--- src/rtl/key_cond_pkg.sv ---
// -----------------------------------------------------------------------------
// key_cond_pkg
// Shared definitions for the key conditioner: the per-channel FSM state
// encoding, counter widths and the default parameter values used by the top.
// No ports (package).
// -----------------------------------------------------------------------------
package key_cond_pkg;

    // Debounce counter covers DB_CYCLES up to 65535.
    localparam int DB_CNT_W  = 16;
    // Repeat counter covers REP_DELAY / REP_PERIOD up to 2^26-1.
    localparam int REP_CNT_W = 26;

    localparam int DEF_NKEYS         = 4;
    localparam int DEF_DB_CYCLES     = 50000;
    localparam int DEF_REP_DELAY     = 25000000;
    localparam int DEF_REP_PERIOD    = 5000000;
    localparam bit DEF_IN_ACTIVE_LOW = 1'b0;

    typedef enum logic [1:0] {
        ST_IDLE       = 2'd0,
        ST_PRESS_WAIT = 2'd1,
        ST_HELD       = 2'd2,
        ST_REL_WAIT   = 2'd3
    } key_state_e;

endpackage

--- src/rtl/key_debounce_ch.sv ---
// -----------------------------------------------------------------------------
// key_debounce_ch
// One key channel: 2-flop synchroniser, debounce FSM, registered level output
// with press/release edge pulses, and an auto-repeat pulse generator.
// Ports:
//   clk           - sole clock
//   reset         - synchronous active-high reset
//   btn           - raw button level, already polarity corrected
//   keys          - debounced level, 1 while the key is accepted as held
//   press         - one-cycle pulse in the first cycle keys is 1
//   release_pulse - one-cycle pulse in the first cycle keys is 0
//                   (named release_pulse because release is a reserved word)
//   rpt           - one-cycle auto-repeat pulse while held
// -----------------------------------------------------------------------------
module key_debounce_ch
    import key_cond_pkg::*;
#(
    parameter int DB_CYCLES  = DEF_DB_CYCLES,
    parameter int REP_DELAY  = DEF_REP_DELAY,
    parameter int REP_PERIOD = DEF_REP_PERIOD
) (
    input  logic clk,
    input  logic reset,
    input  logic btn,
    output logic keys,
    output logic press,
    output logic release_pulse,
    output logic rpt
);

    localparam logic [DB_CNT_W-1:0]  DB_LAST      = DB_CNT_W'(DB_CYCLES - 1);
    localparam logic [DB_CNT_W-1:0]  DB_ONE       = DB_CNT_W'(1);
    localparam logic [DB_CNT_W-1:0]  DB_MAX       = '1;
    localparam logic [REP_CNT_W-1:0] REP_DELAY_C  = REP_CNT_W'(REP_DELAY);
    localparam logic [REP_CNT_W-1:0] REP_PERIOD_C = REP_CNT_W'(REP_PERIOD);
    localparam logic [REP_CNT_W-1:0] REP_ONE      = REP_CNT_W'(1);
    localparam logic [REP_CNT_W-1:0] REP_MAX      = '1;

    logic                 sync1_q, sync1_d;
    logic                 sync2_q, sync2_d;
    key_state_e           state_q, state_d;
    logic [DB_CNT_W-1:0]  db_cnt_q, db_cnt_d;
    logic [REP_CNT_W-1:0] rep_cnt_q, rep_cnt_d;
    logic                 rep_first_q, rep_first_d;
    logic                 keys_q, keys_d;
    logic                 press_q, press_d;
    logic                 release_q, release_d;
    logic                 rpt_q, rpt_d;
    logic [REP_CNT_W-1:0] rep_thr;

    // The first repeat waits REP_DELAY held cycles, later ones REP_PERIOD.
    assign rep_thr = rep_first_q ? REP_DELAY_C : REP_PERIOD_C;

    // Next-state logic: synchroniser shift, debounce FSM and repeat counter.
    // The repeat counter restarts at 1 on each pulse so it never needs to
    // count past the larger threshold; it only advances in HELD, so a release
    // bounce freezes the schedule rather than restarting it.
    always_comb begin
        sync1_d     = btn;
        sync2_d     = sync1_q;
        state_d     = state_q;
        db_cnt_d    = db_cnt_q;
        rep_cnt_d   = rep_cnt_q;
        rep_first_d = rep_first_q;
        rpt_d       = 1'b0;

        case (state_q)
            ST_IDLE: begin
                if (sync2_q) begin
                    state_d  = ST_PRESS_WAIT;
                    db_cnt_d = DB_ONE;
                end
            end
            ST_PRESS_WAIT: begin
                if (!sync2_q) begin
                    state_d  = ST_IDLE;
                    db_cnt_d = '0;
                end else if (db_cnt_q == DB_LAST) begin
                    state_d     = ST_HELD;
                    db_cnt_d    = '0;
                    rep_cnt_d   = '0;
                    rep_first_d = 1'b1;
                end else if (db_cnt_q != DB_MAX) begin
                    db_cnt_d = db_cnt_q + DB_ONE;
                end
            end
            ST_HELD: begin
                if (rep_cnt_q == rep_thr) begin
                    rpt_d       = 1'b1;
                    rep_cnt_d   = REP_ONE;
                    rep_first_d = 1'b0;
                end else if (rep_cnt_q != REP_MAX) begin
                    rep_cnt_d = rep_cnt_q + REP_ONE;
                end
                if (!sync2_q) begin
                    state_d  = ST_REL_WAIT;
                    db_cnt_d = DB_ONE;
                end
            end
            ST_REL_WAIT: begin
                if (sync2_q) begin
                    state_d  = ST_HELD;
                    db_cnt_d = '0;
                end else if (db_cnt_q == DB_LAST) begin
                    state_d  = ST_IDLE;
                    db_cnt_d = '0;
                end else if (db_cnt_q != DB_MAX) begin
                    db_cnt_d = db_cnt_q + DB_ONE;
                end
            end
            default: begin
                state_d  = ST_IDLE;
                db_cnt_d = '0;
            end
        endcase
    end

    // Outputs are registered one cycle behind the FSM state so that a clean
    // step reaches keys DB_CYCLES+2 edges after it is first sampled; press and
    // release are the edges of that registered level.
    always_comb begin
        keys_d    = (state_q == ST_HELD) || (state_q == ST_REL_WAIT);
        press_d   = keys_d & ~keys_q;
        release_d = ~keys_d & keys_q;
    end

    // State register. Clearing keys_q on reset is what suppresses a release
    // pulse when reset interrupts a held key.
    always_ff @(posedge clk) begin
        if (reset) begin
            sync1_q     <= 1'b0;
            sync2_q     <= 1'b0;
            state_q     <= ST_IDLE;
            db_cnt_q    <= '0;
            rep_cnt_q   <= '0;
            rep_first_q <= 1'b1;
            keys_q      <= 1'b0;
            press_q     <= 1'b0;
            release_q   <= 1'b0;
            rpt_q       <= 1'b0;
        end else begin
            sync1_q     <= sync1_d;
            sync2_q     <= sync2_d;
            state_q     <= state_d;
            db_cnt_q    <= db_cnt_d;
            rep_cnt_q   <= rep_cnt_d;
            rep_first_q <= rep_first_d;
            keys_q      <= keys_d;
            press_q     <= press_d;
            release_q   <= release_d;
            rpt_q       <= rpt_d;
        end
    end

    assign keys          = keys_q;
    assign press         = press_q;
    assign release_pulse = release_q;
    assign rpt           = rpt_q;

endmodule

--- src/rtl/key_conditioner.sv ---
// -----------------------------------------------------------------------------
// key_conditioner
// Conditions NKEYS raw push-buttons into clean active-high key levels plus
// press, release and auto-repeat pulses. Channels are fully independent.
// Ports:
//   clk           - sole clock
//   reset         - synchronous active-high reset
//   btn_in        - raw asynchronous button levels [NKEYS]
//   keys          - debounced levels (bit0 left, bit1 right) [NKEYS]
//   press         - one-cycle pulse on accepted press [NKEYS]
//   release_pulse - one-cycle pulse on accepted release [NKEYS]
//   rpt           - one-cycle auto-repeat pulse while held [NKEYS]
// -----------------------------------------------------------------------------
module key_conditioner
    import key_cond_pkg::*;
#(
    parameter int NKEYS         = DEF_NKEYS,
    parameter int DB_CYCLES     = DEF_DB_CYCLES,
    parameter int REP_DELAY     = DEF_REP_DELAY,
    parameter int REP_PERIOD    = DEF_REP_PERIOD,
    parameter bit IN_ACTIVE_LOW = DEF_IN_ACTIVE_LOW
) (
    input  logic             clk,
    input  logic             reset,
    input  logic [NKEYS-1:0] btn_in,
    output logic [NKEYS-1:0] keys,
    output logic [NKEYS-1:0] press,
    output logic [NKEYS-1:0] release_pulse,
    output logic [NKEYS-1:0] rpt
);

    logic [NKEYS-1:0] btn_pol;

    // Inversion happens before the synchroniser so every channel sees a
    // pressed-is-1 level.
    assign btn_pol = IN_ACTIVE_LOW ? ~btn_in : btn_in;

    for (genvar i = 0; i < NKEYS; i++) begin : g_ch
        key_debounce_ch #(
            .DB_CYCLES  (DB_CYCLES),
            .REP_DELAY  (REP_DELAY),
            .REP_PERIOD (REP_PERIOD)
        ) u_ch (
            .clk           (clk),
            .reset         (reset),
            .btn           (btn_pol[i]),
            .keys          (keys[i]),
            .press         (press[i]),
            .release_pulse (release_pulse[i]),
            .rpt           (rpt[i])
        );
    end

endmodule

--- config.mk ---
export PLATFORM = sky130hd
export DESIGN_NAME = key_conditioner
export DESIGN_NICKNAME = d
export VERILOG_FILES = /design/src/rtl/key_cond_pkg.sv /design/src/rtl/key_debounce_ch.sv /design/src/rtl/key_conditioner.sv
export SDC_FILE = /design/constraint.sdc
export NUM_CORES = 1
export LEC_CHECK = 0
export ABC_AREA = 1
export BUFFER_PORTS_ARGS = -buffer_cell sky130_fd_sc_hd__buf_2
export CORE_ASPECT_RATIO = 0.75
export CORE_UTILIZATION = 25
export CTS_BUF_LIST = sky130_fd_sc_hd__clkbuf_4
export CTS_CLUSTER_SIZE = 8
export DETAILED_ROUTE_END_ITERATION = 16
export GPL_TIMING_DRIVEN = 0
export SLEW_MARGIN = 25
export SYNTH_ARGS = -nofsm -noshare
export SYNTH_HDL_FRONTEND = slang
export SYNTH_SLANG_ARGS = --single-unit
--- constraint.sdc ---
create_clock -name clk -period 2.08 [get_ports clk]
set_input_delay 0.104 -clock clk [delete_from_list [all_inputs] [get_ports clk]]
set_output_delay 0.104 -clock clk [all_outputs]
set_load 0.005 [all_outputs]
After elaboration in Yosys (flattened, before gate mapping)
Cells that the tools add are included.

storage, ports and cells
  flip-flop bits (word level) = 204
  output and inout bits = 16
  logic and storage cells = 260

operators by class
  add/subtract/negate cells = 8
  equality and inequality tests = 60
  muxes and demuxes = 100
  bitwise logic cells = 20
  reductions and logical operators = 32

operators by type and width
  kind                                                                      number
  26-bit 2-to-1 mux                                                         16
  16-bit 2-to-1 mux                                                         24
  16-bit one-hot mux with 4 select lines                                    4
  26-bit one-hot mux with 2 select lines                                    4
  26-bit by 1-bit adder with 26-bit output (second input constant)          4
  26-bit == test                                                            4
  26-bit inequality test (second input constant)                            4
  25-bit 2-to-1 mux                                                         4
  16-bit by 1-bit adder with 16-bit output (second input constant)          4
  16-bit == test (second input constant)                                    4
  16-bit inequality test (second input constant)                            4
  2-bit 2-to-1 mux                                                          24
  4-bit AND reduction                                                       12
  2-bit by 1-bit inequality test with 1-bit output (second input constant)  16
  2-bit one-hot mux with 4 select lines                                     4
  3-bit by 1-bit inequality test with 1-bit output (second input constant)  8
  2-bit == test (second input constant)                                     8
  1-bit 2-to-1 mux                                                          16
  3-bit inequality test (second input constant)                             4
  1-bit inverter                                                            12
  1-bit bitwise AND                                                         8
  2-bit by 1-bit == test with 1-bit output (second input constant)          4
  2-bit logical NOT                                                         4
  2-bit inequality test (second input constant)                             4
  other kinds (5)                                                           20

Logic depth before layout (Yosys ltp)
Gate-level depths: netlist of run 1.

  depth after elaboration = 5
  mapped depth = 15

Hierarchy
A second synthesis of run 1 with hierarchy kept.

second synthesis, totals
  cells, all modules = 2,353
  area, all modules = 13,844.5 sq um

by module, submodules not included
  module                              times used  cells an instance  area each (sq um)
  key_debounce_ch (g_ch[1].u_ch ...)  2           586                3,457.1
  key_debounce_ch (g_ch[0].u_ch)      1           589                3,472.1
  key_debounce_ch (g_ch[3].u_ch)      1           592                3,458.3

Worst setup path before layout of run 1
OpenSTA, ideal clock, no wires.

  path kind = register to register
  start = reg g_ch[1].u_ch.state_q[0]
  end = reg g_ch[1].u_ch.db_cnt_q[4]
  data arrival time = 1.638 ns
  required time = 1.963 ns
  slack = 0.325 ns
  stages on the path, launching flop included = 12
  clock period less this slack = 1.755 ns
  cells stage by stage = dfxtp_1 > inv_1 > ha_1 > buf_2 > inv_2 > nand2_1 > o21ai_2 > inv_2 > nor2_2 > nand3_1 > o21ai_0 > nor2_1

between the ends
  word-level cells in the longest chain between the ends = 3
  elaborated cells between the ends (all ways) = 8
  classes of those cells = 5 x eq/ne; 1 x mux; 2 x reduce/logical

RTL lines
  element                                                                                                     line                    source
  start: declaration                                                                                          key_debounce_ch.sv:41   key_state_e state_q, state_d;
  start signal: assignment                                                                                    key_debounce_ch.sv:144  state_q <= state_d;
  2-bit == test / 2-bit logical NOT (equally long branches)                                                   key_debounce_ch.sv:67   case (state_q)
  2-bit inequality test (no line) / 2-bit by 1-bit inequality test with 1-bit output (equally long branches)  -
  2-bit AND reduction (no line)                                                                               -
  end signal: assignment                                                                                      key_debounce_ch.sv:145  db_cnt_q <= db_cnt_d;
  end: declaration                                                                                            key_debounce_ch.sv:42   logic [DB_CNT_W-1:0] db_cnt_q, db_cnt_d;

Several ways; a longest one is shown, not always the timed one.
A chain may end at the register's enable or synchronous reset.

Worst setup path in the final report of run 1
  start = reg g_ch[1].u_ch.state_q[0]
  end = reg g_ch[1].u_ch.db_cnt_q[13]

The elaborated chain is that of the path after synthesis.

==> results of run 1 <==
[state kept, by name (all words and copies together) (netlist names), named ones only]
signal,flops
g_ch.u_ch.release_pulse,4
g_ch.u_ch.rpt,4
g_ch.u_ch.sync2_q,4
g_ch.u_ch.keys,4
g_ch.u_ch.rep_first_q,4
g_ch.u_ch.rep_cnt_q,104
g_ch.u_ch.db_cnt_q,64
g_ch.u_ch.state_q,4
g_ch.u_ch.press,4
g_ch.u_ch.sync1_q,4
[metrics by stage]
step | power, mW | TNS (ns)
3_5_place_dp | 5.455 | -7.252
5_1_grt | 9.999 | -0.03280
6_report | 9.481 | 0
3_3_place_gp | 5.458 | -8.275
4_1_cts | 9.553 | 0
2_1_floorplan | 5.035 | 0
[power by group]
| group | switching (mW) | internal, mW | leakage, nW |
|---|---|---|---|
| sequential | 0.116 | 4.00 | 1.65 |
| clock | 1.86 | 2.14 | 0.446 |
| combinational | 0.940 | 0.428 | 3.99 |
| total | 2.92 | 6.56 | 6.09 |
[area by class of cell]
cell class / count / area, µm² / share of cell area, %
diodes: 1 / 2.502 / 0.01588
flip-flops and latches: 204 / 4104 / 26.04
repair buffers: 37 / 250.2 / 1.588
well taps: 712 / 890.9 / 5.653
multi-input cells: 1741 / 8195 / 52.00
plain buffers: 76 / 486.7 / 3.089
clock inverters: 19 / 152.6 / 0.9686
clock buffers: 80 / 600.6 / 3.811
inverters: 286 / 1076 / 6.828
[timing repair]
action | in CTS | in global routing
endpoints found under the hold margin | 4 | 0
resized for setup | 12 | 42
hold buffers | 4 | 0
pin swaps | 0 | 7
setup endpoints to repair | 48 | 146
setup buffers | 1 | 12
[logic make-up (layout without fill, tap and decap cells)]
family                     Yosys count  in the layout  share of synthesized area (%)
AOI/OAI and AO/OA                  248            248                          9.664
xor gates and xnor gates            39             39                          2.496
adders and majority gates           16             16                          1.463
buffers and inverters              362            498                          11.39
DFF                                204            204                          29.84
other                                0              1                              0
and+or+nand+nor                   1438           1438                          45.15
[metal layers]
metal	routed length (µm)	track usage [%]	part of all wire (%)
met4	751	3.913	1.8
met3	3878	3.610	9.2
met2	15600	20.11	37
met1	21890	23.34	52
met5	0	0	0
[worst max path at each step]
stage	endpoint	startpoint	cells past startpoint	slack (ns)
2_1_floorplan	g_ch[1].u_ch.db_cnt_q[4]	g_ch[1].u_ch.state_q[0]	11	0.32
3_3_place_gp	g_ch[0].u_ch.release_pulse	reset	6	-0.41
3_5_place_dp	g_ch[0].u_ch.release_pulse	reset	6	-0.39
4_1_cts	g_ch[0].u_ch.rep_cnt_q[7]	g_ch[0].u_ch.db_cnt_q[0]	10	0.005
5_1_grt	g_ch[1].u_ch.db_cnt_q[11]	g_ch[1].u_ch.state_q[0]	11	-0.01
6_report	g_ch[1].u_ch.db_cnt_q[13]	g_ch[1].u_ch.state_q[0]	10	0.10
[critical path, stage by stage (launching register included)]
cell and delay [ns]:
dfxtp_1 0.38, inv_1 0.10, ha_1 0.19, buf_2 0.18
inv_2 0.14, nand2_1 0.11, o21ai_4 0.12, nand3_1 0.18
inv_1 0.22, o21ai_0 0.13, a21oi_1 0.13
[synth_stat cells, types with 2 or more instances]
cell type	count	share of area, %
nand3_2	6	0.44
nand2_1	720	20
nor3_2	3	0.22
a21oi_2	6	0.38
buf_1	2	0.055
nor3_1	44	1.6
nor2_4	14	1.2
nand3b_1	9	0.49
clkbuf_1	22	0.60
xnor2_1	19	1.2
o21ai_0	75	2.7
nor2_2	12	0.55
and3_1	3	0.14
o21bai_1	4	0.22
nand3_1	178	6.5
nor4_1	4	0.18
nor2_1	353	9.7
o21ai_1	9	0.33
buf_4	18	0.99
inv_1	273	7.5
or2_2	14	0.64
buf_2	19	0.69
a21oi_1	136	5.0
nand2_2	19	0.87
nand4_1	50	2.3
a31oi_1	4	0.18
inv_2	13	0.36
and2_1	3	0.14
nor3b_1	2	0.11
xor2_1	20	1.3
o21ai_2	3	0.19
dfxtp_1	204	30
o211ai_1	5	0.27
buf_6	13	1.1
nand2_4	2	0.16
ha_1	16	1.5
==> results.py, run 1 <==
metrics = {
    "run_status": {
        "status": "finished, final reports clean",
    },
    "cells_and_area": {
        "drive_gt1_share_pct": 12.44,
        "final_common_cell": "nand2_1",
        "fill_cells": 6000,
        "fin_area_mm2": 0.01576,
        "nNetsFinal": 2424,
        "post-route-util_pct": 29.44,
        "mostFrequentLayoutCells": "712 x nand2_1, 348 x nor2_1, 272 x inv_1",
        "fin_cells": 3156,
        "area.growth.synth_to_final_pct": 15.15,
    },
    "global_route": {
        "grt-ovfl-total": 0,
        "grt_pass1_vias": 12820,
        "antenna_found_initial": 1,
        "grtUsageTotal_pct": 15.08,
        "grt_max_degree": 15,
        "grt_pass1_wl_um": 68140,
    },
    "drt": {
        "antenna_left": 0,
        "first_pass_iters": 5,
        "via_per_inst": 4.575,
        "drc": 0,
        "drt_wl_total_um": 42120,
        "vias": 14438,
        "wl_per_cell_um": 13.34,
        "drtIter0Drc": 1249,
    },
    "yosys": {
        "syn-cell-area_mm2": 0.01369,
        "synth.avg_cell_area_um2": 5.932,
        "syn_nets": 2329,
        "ys_types": 46,
        "ys_seq_area_share_pct": 29.84,
        "synth_edf_count": 0,
        "syn_inst": 2307,
        "ys.flop_type": "dfxtp_1",
        "synth-warning-count": 0,
        "synth-async-reset-ratio_pct": 0,
        "synth_seq_cells": 204,
    },
    "cts": {
        "path_clk_slew_ns": 0.08,
        "root_buffer": "clkbuf_4",
        "cts.sinks": 204,
        "h-tree-depth": 2,
        "clockBufferDepth": 3,
        "cts_tree": "yes",
        "cts_buffers": 56,
        "insertion_delay_ns": 0.74,
    },
    "timing": {
        "fin_crit_sh_pct": 94.98,
        "slew_headroom_pct": 30.50,
        "setup_violations": 0,
        "worst_slew_pin_slew_ns": 1.043,
        "hold_viol_final": 0,
        "min_period_ns": 1.976,
        "fmax_ghz": 0.5062,
        "holdWs_ns": 0.09616,
        "fin_skew_ns": 0.03168,
        "timing.final.ws_setup_ns": 0.1045,
        "slew_violations": 0,
    },
    "setup_path": {
        "worstPathRequired_ns": 2.73,
        "cp.arrival_ns": 2.62,
        "cp_max_fo": 8,
        "path_class": "reg2reg",
        "end_kind": "flip-flop",
        "worstReg2RegStart": "g_ch[1].u_ch.state_q[0]",
        "cp-start-kind": "flip-flop",
        "reg2reg_depth": 10,
        "r2r-end": "g_ch[1].u_ch.db_cnt_q[13]",
        "r2r_setup_slack_ns": 0.10,
    },
    "placement": {
        "io_buffers": 20,
        "dp_slack_ns": -0.3901,
        "dp_cells": 3039,
        "dpl_cell_area_mm2": 0.01468,
        "hpwl_um": 31050,
        "gp_congestion": 0.9448,
    },
    "die": {
        "die_area_mm2": 0.05569,
        "pin_count": 22,
        "core_area_mm2": 0.05352,
        "fp.dieH_um": 204.6,
        "start_util_pct": 25.57,
        "fp.dieW_um": 272.2,
        "rows": 73,
    },
    "pwr": {
        "p_leak_nw": 6.091,
        "power_density_mw_per_mm2": 601.6,
        "irDropWorstVdd_uv": 352.8,
    },
    "min_path": {
        "min_delay_worst_endpoint": "g_ch[1].u_ch.db_cnt_q[11]",
        "hold_path_depth": 4,
        "min_path_type": "in2reg",
        "hold_start": "reset",
    },
    "flow_run": {
        "drv_cap": 0,
    },
}
(Power assumes the default switching activity.)
==> run 2, diff against run 1 <==
==> constraint.sdc (replaced) <==
create_clock -name clk -period 2.04 [get_ports clk]
set_input_delay 0.102 -clock clk [delete_from_list [all_inputs] [get_ports clk]]
set_output_delay 0.102 -clock clk [all_outputs]
set_load 0.005 [all_outputs]
==> run 2 against run 1 <==
  * Via count is 0.33% higher
  * Die area stayed put
  * Count of clock-buffer cells in the layout stayed put
  * Cell count increased by 0.22%
  * Total power increased by 2.3%
  * Register-to-register slack barely moved
  * Sequential share of layout area fell by 0.16 points
  * Cell area rose by 0.64%
  * Clock power grew 2%
  * Sequential cell count is the same
  * Critical endpoint unchanged
  * Largest power group unchanged
==> results.py, run 2 (synthesis gave the netlist of run 1 again) <==
metrics = {
    "flow_run": {
        "drv_cap": 0,
    },
    "setup_path": {
        "cp.arrival_ns": 2.57,
        "cp_max_fo": 8,
        "worstPathRequired_ns": 2.69,
        "end_kind": "flip-flop",
        "cp-start-kind": "flip-flop",
        "r2r_setup_slack_ns": 0.11,
        "path_class": "reg2reg",
    },
    "cts": {
        "path_clk_slew_ns": 0.07,
        "cts_buffers": 56,
        "cts.sinks": 204,
        "insertion_delay_ns": 0.74,
        "cts_tree": "yes",
        "root_buffer": "clkbuf_4",
        "h-tree-depth": 2,
        "clockBufferDepth": 3,
    },
    "cells_and_area": {
        "fin_cells": 3163,
        "mostFrequentLayoutCells": "708 x nand2_1, 344 x nor2_1, 272 x inv_1",
        "largest_register_ffs": 104,
        "multiInputGateArea_mm2": 0.008237,
        "largest_registers": "g_ch.u_ch.rep_cnt_q x104, g_ch.u_ch.db_cnt_q x64",
        "regMostFlops": "g_ch.u_ch.rep_cnt_q",
        "nNetsFinal": 2431,
        "drive_gt1_share_pct": 13.14,
        "final_common_cell": "nand2_1",
        "area.growth.synth_to_final_pct": 15.89,
        "regArea_mm2": 0.004105,
        "post-route-util_pct": 29.63,
        "fill_cells": 5996,
    },
    "timing": {
        "fin_skew_ns": 0.02863,
        "timing.final.ws_setup_ns": 0.1124,
        "hold_viol_final": 0,
        "holdWs_ns": 0.07448,
        "worst_slew_pin_slew_ns": 1.025,
        "min_period_ns": 1.928,
        "fin_crit_sh_pct": 94.49,
        "setup_violations": 0,
        "slew_headroom_pct": 31.68,
        "fmax_ghz": 0.5188,
        "fin_setup_tns_ns": 0,
        "slew_violations": 0,
    },
    "placement": {
        "io_buffers": 20,
        "gp_congestion": 0.9448,
        "dp_cells": 3039,
        "hpwl_um": 31050,
        "dp_slack_ns": -0.4281,
    },
    "drt": {
        "via_per_inst": 4.580,
        "first_pass_iters": 6,
        "drt_wl_total_um": 42200,
        "drtIter0Drc": 1178,
        "drc": 0,
        "antenna_left": 0,
        "wl_per_cell_um": 13.34,
        "vias": 14486,
    },
    "global_route": {
        "grt-ovfl-total": 0,
        "grt_max_degree": 15,
        "grtUsageTotal_pct": 15.09,
        "antenna_found_initial": 1,
        "grt_pass1_vias": 12831,
        "grtUsageMet1_pct": 23.34,
        "grtUsageMet3_pct": 3.610,
        "busiest_layer": "met1",
        "grtUsageMet2_pct": 20.17,
        "grt_pass1_wl_um": 68210,
    },
    "pwr": {
        "irDropWorstVdd_uv": 359.4,
        "power_density_mw_per_mm2": 611.5,
        "p_leak_nw": 6.152,
    },
    "die": {
        "die_area_mm2": 0.05569,
        "rows": 73,
        "core_area_mm2": 0.05352,
        "fp.dieW_um": 272.2,
        "pin_count": 22,
        "fp.dieH_um": 204.6,
        "start_util_pct": 25.57,
    },
    "run_status": {
        "status": "finished, final reports clean",
    },
    "min_path": {
        "min_path_type": "in2reg",
    },
}
[run 2: cell types whose count changed in the layout (fill, tap and decap cells not counted), moves of 2 or more]
cell / change
nand2_1: -4
nand2_2: +4
buf_4: +7
nor2_1: -4
nor2_2: +2
nor2_4: +2
[run 2: report_power, final]
part	total (mW)	internal [mW]	switching, mW
Sequential	4.20	4.08	0.119
Combinational	1.42	0.463	0.961
Clock	4.08	2.18	1.90
[run 2: timing repair]
action                     in CTS  in global routing
resized for setup              16                 53
hold buffers                    4                  0
hold endpoints to repair        4                  0
pin swaps                       0                 11
setup buffers                   1                 20
setup endpoints to repair      82                155
[run 2: layout make-up]
class	count	area share (%)
flip-flops and latches	204	25.88
diodes	1	0.01578
repair buffers	45	1.941
plain buffers	75	3.045
clock buffers	80	3.787
clock inverters	19	0.9624
well taps	712	5.617
inverters	286	6.816
multi-input cells	1741	51.93
[run 2: critical path: stages, from the launching register on]
cell and delay (ns):
dfxtp_2 0.35, inv_1 0.08, ha_1 0.19, buf_2 0.19, inv_4 0.11, nand2_1 0.09, o21ai_4 0.14, nand3_1 0.19
inv_1 0.23, o21ai_0 0.14, a21oi_1 0.13
[run 2: routing by layer]
| metal | part of all wire, % | wire [µm] | vias to the layer above |
|---|---|---|---|
| met5 | 0 | 0 | - |
| met4 | 1.8 | 748 | 0 |
| met3 | 8.2 | 3444 | 61 |
| met2 | 37 | 15750 | 451 |
| li1 | - | - | 7526 |
| met1 | 53 | 22260 | 6448 |
[run 2: per-stage QoR]
step                      area (µm²)  power (mW)
after floorplan                13690       5.134
after global placement         14680       5.565
after detailed placement       14680       5.562
after CTS                      15540       9.750
after global routing           15860       10.23
final                          15860       9.699
[run 2: final timing paths]
check,cells past startpoint,to,from
setup / recovery,10,g_ch[1].u_ch.db_cnt_q[13],g_ch[1].u_ch.state_q[0]
hold / removal,4,g_ch[1].u_ch.db_cnt_q[11],reset
setup reg to reg,10,g_ch[1].u_ch.db_cnt_q[13],g_ch[1].u_ch.state_q[0]
hold reg to reg,2,g_ch[1].u_ch.sync2_q,g_ch[1].u_ch.sync1_q
